$ cat src/rtl/conv_8_32.sv
// Byte-to-word deserializer for the PHY receive path: assembles four valid bytes,
// MSB byte first, into a registered 32-bit word and flags streams that break mid-word.
module conv_8_32 (
  input  logic        clk_4f,
  input  logic        reset_L,
  input  logic        valid_in,
  input  logic [7:0]  data_in,
  output logic [31:0] data_out,
  output logic        valid_out,
  output logic        align_err
);

  // Byte counter: names say which byte of the word the next valid input fills.
  typedef enum logic [1:0] {
    CNT_B3 = 2'd0,  // expect [31:24]
    CNT_B2 = 2'd1,  // expect [23:16]
    CNT_B1 = 2'd2,  // expect [15:8]
    CNT_B0 = 2'd3   // expect [7:0]
  } cnt_e;

  cnt_e        cnt, cnt_nxt;
  logic [23:0] asm_r, asm_nxt;
  logic [31:0] data_nxt;
  logic        valid_nxt, err_nxt;

  always_comb begin
    // NOTE: every output of this block gets a default first, so no path can infer a latch.
    cnt_nxt   = cnt;
    asm_nxt   = asm_r;
    data_nxt  = data_out;
    valid_nxt = 1'b0;
    err_nxt   = 1'b0;

    if (valid_in) begin
      case (cnt)
        CNT_B3: begin
          asm_nxt[23:16] = data_in;
          cnt_nxt        = CNT_B2;
        end
        CNT_B2: begin
          asm_nxt[15:8] = data_in;
          cnt_nxt       = CNT_B1;
        end
        CNT_B1: begin
          asm_nxt[7:0] = data_in;
          cnt_nxt      = CNT_B0;
        end
        CNT_B0: begin
          // Wrap straight to the first byte so back-to-back words need no gap.
          data_nxt  = {asm_r, data_in};
          valid_nxt = 1'b1;
          cnt_nxt   = CNT_B3;
        end
      endcase
    end else if (cnt != CNT_B3) begin
      // Stream broke mid-word: drop the partial word; the stale asm bytes are
      // always overwritten before they can reach data_out.
      err_nxt = 1'b1;
      cnt_nxt = CNT_B3;
    end
  end

  // NOTE: sequential state uses non-blocking assignments so every register samples
  // pre-edge values; all of it is plain flops, so everything gets an async reset.
  always_ff @(posedge clk_4f or negedge reset_L) begin
    if (!reset_L) begin
      cnt       <= CNT_B3;
      asm_r     <= 24'h0;
      data_out  <= 32'h0;
      valid_out <= 1'b0;
      align_err <= 1'b0;
    end else begin
      cnt       <= cnt_nxt;
      asm_r     <= asm_nxt;
      data_out  <= data_nxt;
      valid_out <= valid_nxt;
      align_err <= err_nxt;
    end
  end

endmodule

$ cat config.mk
export PLATFORM = sky130hd
export DESIGN_NAME = conv_8_32
export DESIGN_NICKNAME = d
export VERILOG_FILES = /design/src/rtl/conv_8_32.sv
export SDC_FILE = /design/constraint.sdc
export NUM_CORES = 1
export LEC_CHECK = 0
export CORE_UTILIZATION = 48
export CTS_BUF_LIST = sky130_fd_sc_hd__clkbuf_4 sky130_fd_sc_hd__clkbuf_8 sky130_fd_sc_hd__clkbuf_16
export DETAILED_ROUTE_END_ITERATION = 8
export PLACE_DENSITY = 0.74
export RECOVER_POWER = 50
export SYNTH_ARGS = -nofsm -noshare
export SYNTH_HDL_FRONTEND = slang
export SYNTH_SLANG_ARGS = --single-unit
$ cat constraint.sdc
create_clock -name clk_4f -period 3.9 [get_ports clk_4f]
set_input_delay 0.78 -clock clk_4f [delete_from_list [all_inputs] [get_ports clk_4f]]
set_output_delay 0.78 -clock clk_4f [all_outputs]
set_load 0.01 [all_outputs]
==> out/qor.json <==
{
  "status": "complete, but fails checks",
  "failed_checks": "capacitance limit, slew limit",
  "combinational_family_with_the_most_area_after_synthesis": "multiplexers",
  "yosys.area_share.xor_xnor_pct": 0,
  "rr_startpoint": "cnt[0]",
  "r2r-end": "asm_r[23]",
  "setup.worst_path.start": "valid_in",
  "cts.sink_count": 60,
  "drt-wirelength-per-cell_um": 16.3,
  "place_congestion": 0.702,
  "fp.dieH_um": 73.5,
  "synth-compound-area-share_pct": 0.612,
  "timing.critical_path.arrival_ps": 2370,
  "grt_setup_unrepaired": "false",
  "via_per_inst": 4.90,
  "postCtsResizedCells": 0,
  "critical_path_class": "primary input to register",
  "mappedNetlistArea_um2": 2450,
  "clock_tree.buffer_depth": 2,
  "setup_viol_count_final": 0,
  "max-vdd-ir-drop_mv": 0.458,
  "synth.yosys.warnings": 0,
  "die_width_um": 73.5,
  "drt_first_pass_iters": 4,
  "hold_start": "asm_r[2]",
  "grt_pass1_vias": 1425,
  "critical_path.max_fanout": 9,
  "timing.final.crit_share_pct": 55.5,
  "min-delay-path-class": "register to register",
  "drive_above_1_share_pct": 37.4,
  "cts.hold.buffers_added": 0,
  "setup_total_negative_slack_ps": 0,
  "n_antenna_cell": 0,
  "cts_max_level": 3,
  "synth_seq_cells": 60,
  "synth_mux_area_share_pct": 30.1,
  "grt_overflow": 0,
  "number_of_nets_in_the_layout": 207,
  "post_synth.cell_area_avg_um2": 17.7,
  "initial_core_util_pct": 51.0,
  "hold_path_end": "data_out[10]",
  "drtAntennaViolNets": 0,
  "maxCapViolations": 1,
  "ios": 45,
  "via_count": 1283,
  "maximum_number_of_pins_on_one_net_before_global_route_repair": 35,
  "cts_buffers": 9,
  "yosys.area_share.simple_pct": 2.19,
  "timing.critical_path.slowest_cell_delay_ps": 800,
  "crit_chain": "dlygate4sd3_1 -> nand2_1 -> mux2_2",
  "r2r_setup_slack_ps": 2280,
  "cp-end-kind": "register",
  "critical_path.slowest_cell": "dlygate4sd3_1",
  "grt_first_pass_wirelength_um": 7020,
  "leading_cell_types_in_the_layout_fill_and_taps_excluded": "60 x dfrtp_1, 42 x clkdlybuf4s50_1, 29 x mux2_4, 27 x mux2_2, 13 x clkbuf_8",
  "tightestPinTransition_ps": 1740,
  "post_synth_fa_ha_maj_area_fraction_pct": 2.55,
  "cts_root_buf": "clkbuf_8",
  "post_layout_instance_area_um2": 3090,
  "path_clk_slew_ps": 60,
  "detail_route.iter0.violations": 43,
  "cts_tree": "done",
  "final.min_clock_period_ps": 2160,
  "nFillCells": 383,
  "min_delay_path_depth": 1,
  "hpwl_um": 2890,
  "p_per_cell_area_nw_per_um2": 851,
  "layout_commonest_cell": "dfrtp_1",
  "report.final.slew_viol_count": 35,
  "cp_data_required_time_ps": 4110,
  "placed_instance_area_um2": 2910,
  "count_of_buffering_cells_on_the_critical_path_with_inverters_included": 1,
  "final_routed_drc_violation_total": 0,
  "buffer_ports.inserted": 44,
  "postCtsSetupRepairBufs": 0,
  "routed_wl_um": 4280,
  "syn-num-nets": 155,
  "floorplan.die_area_um2": 5400,
  "clkLatencyLatePin_ps": 320,
  "clock_skew_ps": 6.02,
  "synth.lib_cells_used.distinct": 13,
  "clock.fmax_ghz": 0.462,
  "finalHoldViolCount": 0,
  "antenna_found_initial": 0,
  "slew-limit-headroom_pct": -16.0,
  "leakagePower_nw": 1.46,
  "post_route_utilization_pct": 64.2,
  "total_power_mw": 2.63,
  "post-place-cells": 247,
  "num_rows": 25,
  "syn_to_final_growth_pct": 26.0,
  "coreArea_um2": 4820,
  "r2r_cells": 4,
  "fin_cells": 262,
  "path_delay_family": "buffers and inverters",
  "global_route.usage.total_pct": 18.4,
  "setup.worst_path.start_class": "primary input",
  "synth_seq_area_share_pct": 61.2,
  "postSynthCellCount": 139
}
==> flip-flops by register name, summed over array words and instances (netlist names) <==
signal     cells
asm_r         24
valid_out      1
data_out      32
cnt            2
align_err      1
==> how the worst max path moves through the flow <==
| stage | to | cells after the start |
|---|---|---|
| finish | asm_r[15] | 3 |
| CTS | data_out[16] | 3 |
| global route | asm_r[4] | 2 |
| detailed placement | data_out[25] | 3 |
| floorplan | data_out[0] | 4 |
| global placement | data_out[8] | 3 |
==> worst register-to-register path: stages, from the launching register on <==
cell and delay (ps):
dfrtp_1 410, inv_1 110, ha_1 250, nand2_1 350, mux2_2 400
==> cell type report <==
cell class                      instances  area, µm²  share of cell area, %
Clock buffer                           14        186                   6.03
Clock inverter                          1       5.00                  0.162
Inverter                                3       11.3                  0.364
Multi-Input combinational cell         72        863                   27.9
Sequential cell                        60       1500                   48.5
Tap cell                               67       83.8                   2.71
Timing Repair Buffer                   45        442                   14.3
==> metrics by stage <==
step	hold WS (ps)	setup slack, ps
2_1_floorplan	475	2350
3_3_place_gp	483	1560
3_5_place_dp	489	1460
4_1_cts	503	1820
5_1_grt	521	1410
6_report	501	1740
==> power breakdown <==
| group | internal, mW | total, mW | switching (mW) |
|---|---|---|---|
| sequential | 0.930 | 1.11 | 0.180 |
| combinational | 0.667 | 0.996 | 0.329 |
| clock | 0.303 | 0.525 | 0.222 |
==> synthesized netlist by cell type, drive strengths merged <==
| library cell | count | area share (%) |
|---|---|---|
| inv | 3 | 0.46 |
| mux2 | 56 | 30 |
| nor2 | 2 | 0.31 |
| nand2 | 6 | 1.9 |
| ha | 5 | 2.5 |
| o21ai | 1 | 0.20 |
| dfrtp | 60 | 61 |
| buf | 4 | 2.9 |
| a21oi | 2 | 0.41 |
==> logic make-up after synthesis <==
kind of cell	count (synthesis)
AO/OA/AOI/OAI	3
flip-flops	60
adder cells (fa/ha/maj)	5
buffers and inverters	7
AND/OR/NAND/NOR	8
multiplexers	56
==> metal layers <==
| layer | wire length, µm | global-route usage (%) | vias to the layer above |
|---|---|---|---|
| li1 | - | - | 583 |
| met1 | 1870 | 23.0 | 653 |
| met2 | 2110 | 29.2 | 39 |
| met3 | 210 | 6.58 | 8 |
| met4 | 78 | 7.69 | 0 |
| met5 | 0 | 0 | - |
(Power assumes the default switching activity.)
